### config.mk
export PLATFORM = sky130hd
export DESIGN_NAME = rv32_elastic_fifo
export DESIGN_NICKNAME = d
export VERILOG_FILES = /design/src/rtl/rv32_core_pkg.sv /design/src/rtl/rv32_fifo_ptr.sv /design/src/rtl/rv32_elastic_fifo.sv
export SDC_FILE = /design/constraint.sdc
export NUM_CORES = 1
export LEC_CHECK = 0
export BUFFER_PORTS_ARGS = -buffer_cell sky130_fd_sc_hd__buf_4
export CAP_MARGIN = 20
export CORE_AREA = 2 2 113 115
export DETAILED_ROUTE_END_ITERATION = 10
export DIE_AREA = 0 0 115 117
export PLACE_DENSITY = 0.75
export SYNTH_ARGS = -nofsm -noshare
export SYNTH_HDL_FRONTEND = slang
export SYNTH_SLANG_ARGS = --single-unit
### constraint.sdc
create_clock -name i_clk -period 2.6 [get_ports i_clk]
set_input_delay 0.13 -clock i_clk [delete_from_list [all_inputs] [get_ports i_clk]]
set_output_delay 0.13 -clock i_clk [all_outputs]
set_load 0.005 [all_outputs]
### src/rtl/rv32_core_pkg.sv
// Shared FIFO definitions: occupancy status encoding and its derivation
// from the empty/full pointer comparisons.
package rv32_core_pkg;

    typedef enum logic [1:0] {
        FIFO_EMPTY,
        FIFO_PARTIAL,
        FIFO_FULL
    } fifo_status_e;

    function automatic fifo_status_e fifo_status(input logic ptr_equal, input logic ptr_wrapped);
        if (ptr_equal) begin
            return FIFO_EMPTY;
        end
        if (ptr_wrapped) begin
            return FIFO_FULL;
        end
        return FIFO_PARTIAL;
    endfunction

endpackage

### src/rtl/rv32_fifo_ptr.sv
// Wrapping FIFO pointer with one extra MSB so full and empty can be told apart.
module rv32_fifo_ptr #(
    parameter int DEPTH = 4
) (
    input  logic                    i_clk,
    input  logic                    i_rst_n,
    input  logic                    i_inc,
    input  logic                    i_clr,
    output logic [$clog2(DEPTH):0]  o_ptr
);

    logic [$clog2(DEPTH):0] ptr_reg;
    logic [$clog2(DEPTH):0] ptr_next;

    // DEPTH is a power of two, so the carry out of the index bits
    // toggles the MSB exactly when the index wraps from DEPTH-1 to 0.
    assign ptr_next = ptr_reg + 1'b1;

    always_ff @(posedge i_clk or negedge i_rst_n) begin
        if (!i_rst_n) begin
            ptr_reg <= '0;
        end else if (i_clr) begin
            ptr_reg <= '0;
        end else if (i_inc) begin
            ptr_reg <= ptr_next;
        end
    end

    assign o_ptr = ptr_reg;

endmodule

### src/rtl/rv32_elastic_fifo.sv
// Valid/ready elastic FIFO with flush and almost-full flag.
// Define RV32_ELASTIC_FIFO_BYPASS_EN for zero-latency fall-through when empty.
module rv32_elastic_fifo
    import rv32_core_pkg::*;
#(
    parameter int               WIDTH        = 32,
    parameter int               DEPTH        = 4,
    parameter int               AFULL_THRESH = 3,
    parameter logic [WIDTH-1:0] RST_DATA     = '0
) (
    input  logic                        i_clk,
    input  logic                        i_rst_n,
    input  logic                        i_flush,
    input  logic [WIDTH-1:0]            i_din_recv,
    input  logic                        i_valid_recv,
    output logic                        o_ready_recv,
    output logic [WIDTH-1:0]            o_dout_send,
    output logic                        o_valid_send,
    input  logic                        i_ready_send,
    output logic [$clog2(DEPTH+1)-1:0]  o_count,
    output logic                        o_almost_full
);

    localparam int AW = $clog2(DEPTH);
    localparam int CW = $clog2(DEPTH+1);
    localparam logic [CW-1:0] AFULL_LVL = CW'(AFULL_THRESH);

    generate
        if (DEPTH < 2 || (DEPTH & (DEPTH - 1)) != 0) begin : g_bad_depth
            $error("rv32_elastic_fifo: DEPTH must be a power of two >= 2");
        end
        if (AFULL_THRESH < 1 || AFULL_THRESH > DEPTH) begin : g_bad_afull
            $error("rv32_elastic_fifo: AFULL_THRESH must lie in 1..DEPTH");
        end
    endgenerate

    logic [AW:0]      wr_ptr;
    logic [AW:0]      rd_ptr;
    logic [AW:0]      fill;
    logic [WIDTH-1:0] mem [DEPTH];
    logic [WIDTH-1:0] head;
    fifo_status_e     status;
    logic             empty;
    logic             full;
    logic             push;
    logic             pop;

    assign status = fifo_status(wr_ptr == rd_ptr,
                                (wr_ptr[AW-1:0] == rd_ptr[AW-1:0]) && (wr_ptr[AW] != rd_ptr[AW]));
    assign empty  = (status == FIFO_EMPTY);
    assign full   = (status == FIFO_FULL);

    assign fill          = wr_ptr - rd_ptr;
    assign o_count       = CW'(fill);
    assign o_almost_full = (o_count >= AFULL_LVL);
    assign o_ready_recv  = !full && !i_flush;

    // Head is read combinationally so a word written at edge N is on
    // o_dout_send right after edge N.
    assign head = mem[rd_ptr[AW-1:0]];

`ifdef RV32_ELASTIC_FIFO_BYPASS_EN
    assign o_valid_send = !i_flush && (empty ? i_valid_recv : 1'b1);
    assign o_dout_send  = !o_valid_send ? RST_DATA : (empty ? i_din_recv : head);
    // An empty FIFO with a ready consumer hands the word straight through.
    assign push = i_valid_recv && o_ready_recv && !(empty && i_ready_send);
    assign pop  = o_valid_send && i_ready_send && !empty;
`else
    assign o_valid_send = !empty && !i_flush;
    assign o_dout_send  = o_valid_send ? head : RST_DATA;
    assign push = i_valid_recv && o_ready_recv;
    assign pop  = o_valid_send && i_ready_send;
`endif

    always_ff @(posedge i_clk) begin
        if (push) begin
            mem[wr_ptr[AW-1:0]] <= i_din_recv;
        end
    end

    rv32_fifo_ptr #(.DEPTH(DEPTH)) u_wr_ptr (
        .i_clk   (i_clk),
        .i_rst_n (i_rst_n),
        .i_inc   (push),
        .i_clr   (i_flush),
        .o_ptr   (wr_ptr)
    );

    rv32_fifo_ptr #(.DEPTH(DEPTH)) u_rd_ptr (
        .i_clk   (i_clk),
        .i_rst_n (i_rst_n),
        .i_inc   (pop),
        .i_clr   (i_flush),
        .o_ptr   (rd_ptr)
    );

endmodule

==> flow_metrics.tcl <==
set metrics [dict create \
    yosys.area.top_type "sky130_fd_sc_hd__edfxtp_1" \
    timing.rr.end "mem[0][23]$_DFFE_PP_" \
    ys_ff_latch 134 \
    drt_pre_antenna_iters 5 \
    total_leakage_power_nw 2.52 \
    area_delta_synth_final_pct 31.5 \
    cts_max_level 4 \
    cp_num_buf_inv 2 \
    top_level_ports 75 \
    dieWidth_um 115 \
    first_iter_violations 143 \
    layout_worst_path_cycle_share_pct 91.6 \
    clock.fmax_ghz 0.420 \
    syn_area_per_cell_sq_um 20.3 \
    relSlewSlack_pct 53.8 \
    worst_clock_skew_ns 0.0132 \
    drive_above_1_share_pct 39.1 \
    setup_repair_after_global_routing_missed_its_margin "false" \
    p_per_area_mw_per_mm2 963 \
    timing.final.setup_violations 0 \
    synth_warnings 0 \
    tritoncts.num_buffers 17 \
    tritoncts_num_sinks 134 \
    grt-ovfl-total 0 \
    final_hold_fails 0 \
    hold_path_depth 3 \
    floorplan.die.height_um 117 \
    clkSlewWorstSetupHoldPaths_ns 0.06 \
    worst_case_hold_path_end_point "u_wr_ptr.o_ptr[0]$_DFFE_PN0P_" \
    diodes 0 \
    timing.setup.tns_ns 0 \
    layout_min_cycle_time_ns 2.38 \
    vias 2938 \
    regToRegSetupSlack_ns 0.31 \
    fraction_of_the_core_area_covered_by_cells_at_the_end_of_the_flow_pct 58.0 \
    finalMaxSlewViolations 0 \
    synthDistinctLibCells 32 \
    start_util_pct 44.1 \
    crit_path_top_delay_cell "sky130_fd_sc_hd__mux4_2" \
    routed_wire_length_per_instance_um 18.0 \
    timing.critical_path.arrival_ns 2.25 \
    num-fill-cells 923 \
    cp_top_family "buffers and inverters" \
    finalWeightedCongestion 0.801 \
    worstPathRequired_ns 2.47 \
    number_of_global_route_vias_before_repair 3000 \
    critical_path.most_common_cell "sky130_fd_sc_hd__buf_4" \
    timing_worst_slew_pin_value_ns 0.693 \
    mostFrequentLayoutCell "sky130_fd_sc_hd__edfxtp_1" \
    hpwl_after_dpl_mm 6.25 \
    clock_tree_from_tritoncts "done" \
    cp-start-kind "flop" \
    syn_area_sq_mm 0.00543 \
    design.final.nets 442 \
    detail_route.vias_per_cell 5.26 \
    cap_viol_max_count 0 \
    antenna_found_initial 0 \
    global_route.usage.total_pct 16.3 \
    max-vdd-ir-drop_mv 0.575 \
    grt_max_degree 37 \
    floorplan.die_area_sq_mm 0.0135 \
    drcViolationCount 0 \
    placement_rows 41 \
    detail_route.wirelength_mm 10.0 \
    worstHoldStart "i_valid_recv" \
    placeableCoreArea_sq_mm 0.0123 \
    timing.critical_path.to_type "primary output" \
    reg2reg_from "u_wr_ptr.o_ptr[0]$_DFFE_PN0P_" \
    clk_root_buffer_cell "sky130_fd_sc_hd__clkbuf_16" \
    rr_worst_depth 5 \
    clkLatencyLatePin_ns 0.41 \
    grt_pass1_wl_mm 15.9 \
    number_of_nets_produced_by_synthesis 313 \
    synth.yosys.seq_area_share_pct 73.6 \
    io_buffer_count 74 \
    min_path_type "input pin to flop" \
    clk_path_buf_depth 2 \
    final_antenna_net_count 0 \
    cp_cell_sequence "buf_4 > mux4_2 > nor2b_1 > buf_4" \
    setup.worst_path.class "flop to primary output" \
    mostFrequentLayoutCells "sky130_fd_sc_hd__edfxtp_1, sky130_fd_sc_hd__buf_4, sky130_fd_sc_hd__dlygate4sd3_1, sky130_fd_sc_hd__mux4_2, sky130_fd_sc_hd__nor2b_1" \
    crit_path_max_incr_delay_ns 0.58 \
    yosys.area.top_type_share_pct 70.8 \
    synthTopCellsByArea "sky130_fd_sc_hd__edfxtp_1, sky130_fd_sc_hd__mux4_2, sky130_fd_sc_hd__nor2b_1" \
    timing.critical_path.fanout_max 36 \
    status "finished, final reports clean" \
    synthesized_netlist_cell_count 268 \
]
==> sequential cells by signal (all words and copies together), names as in the netlist <==
| name | cells |
|---|---|
| mem | 128 |
| u_rd_ptr.o_ptr | 3 |
| u_wr_ptr.o_ptr | 3 |
==> timing repair <==
item	4_1_cts	5_1_grt
buffers inserted	3	0
setup endpoints to repair	20	20
hold endpoints to repair	136	0
resized for setup	0	1
pin swaps	1	0
hold buffers	35	0
==> cell families (layout without fill, tap and decap cells) <==
group	count (synthesis)	count (layout)	synth area share, %
XOR/XNOR	3	3	0.622
buffers and inverters	19	160	1.96
AO/OA/AOI/OAI	11	11	1.52
multiplexers	33	33	13.5
flip-flops	134	134	73.6
adder cells (fa/ha/maj)	8	8	1.98
AND/OR/NAND/NOR	60	60	6.87
==> metrics by stage <==
step	setup slack [ns]	power (mW)	area, sq um	hold WS [ns]	instances
6_report	0.217	6.87	7140	0.0683	559
4_1_cts	0.104	6.95	7140	0.0548	559
2_1_floorplan	0.273	3.85	5430	-0.166	268
5_1_grt	0.0617	7.23	7140	0.0731	559
3_5_place_dp	0.332	4.66	6210	-0.0500	490
3_3_place_gp	0.449	4.63	6210	-0.0530	490
==> worst max-delay path by stage <==
stage	startpoint	to	slack (ns)	cells after the start
6_report	u_rd_ptr.o_ptr[0]$_DFFE_PN0P_	o_dout_send[1]	0.22	4
2_1_floorplan	u_rd_ptr.o_ptr[1]$_DFFE_PN0P_	mem[1][0]$_DFFE_PP_	0.27	6
5_1_grt	u_rd_ptr.o_ptr[0]$_DFFE_PN0P_	o_dout_send[1]	0.06	4
4_1_cts	u_wr_ptr.o_ptr[0]$_DFFE_PN0P_	o_dout_send[25]	0.10	7
3_5_place_dp	u_wr_ptr.o_ptr[0]$_DFFE_PN0P_	mem[0][26]$_DFFE_PP_	0.33	5
3_3_place_gp	u_wr_ptr.o_ptr[0]$_DFFE_PN0P_	o_dout_send[7]	0.45	7
==> cells in the mapped netlist (all sizes together) <==
cell	number
nor3b	2
nand4b	4
ha	7
fa	1
inv	6
a31oi	3
buf	9
nand3b	1
or4	2
a21o	1
o311ai	2
clkbuf	4
xor2	1
and3	5
dfrtp	6
nor2b	32
o21bai	1
nand2b	1
nand2	5
nand4	1
edfxtp	128
or3	1
a211o	2
mux2	1
and3b	1
nor2	2
mux4	32
xnor2	2
nand3	3
a21oi	2
==> routing by layer <==
layer	track usage, %	vias up	routed length [um]
met3	4.17	6	523
met1	22.0	1493	4300
met2	25.9	101	5130
li1	-	1338	-
met5	0	-	0
met4	6.18	0	85
==> power by group <==
group	internal, mW	total (mW)	leakage (nW)	switching (mW)
clock network	1.32	2.21	0.261	0.894
logic	1.07	2.01	1.01	0.937
registers	2.59	2.65	1.24	0.0622
==> worst reg2reg max path, cell delays in order, from the launching register on <==
cell	delay, ns
sky130_fd_sc_hd__dfrtp_1	0.41
sky130_fd_sc_hd__inv_1	0.11
sky130_fd_sc_hd__ha_1	0.38
sky130_fd_sc_hd__a31oi_1	0.40
sky130_fd_sc_hd__and3_2	0.45
sky130_fd_sc_hd__buf_12	0.23
==> area by class of cell <==
cell class / instances / area [sq um] / area share (%)
clock buffer: 17 / 425 / 5.96
tap: 150 / 188 / 2.63
sequential: 134 / 4000 / 56.0
clock inverter: 14 / 129 / 1.80
inverter: 6 / 22.5 / 0.315
timing repair buffer: 123 / 1040 / 14.5
multi-input combinational: 115 / 1340 / 18.8
(Power assumes the default switching activity.)
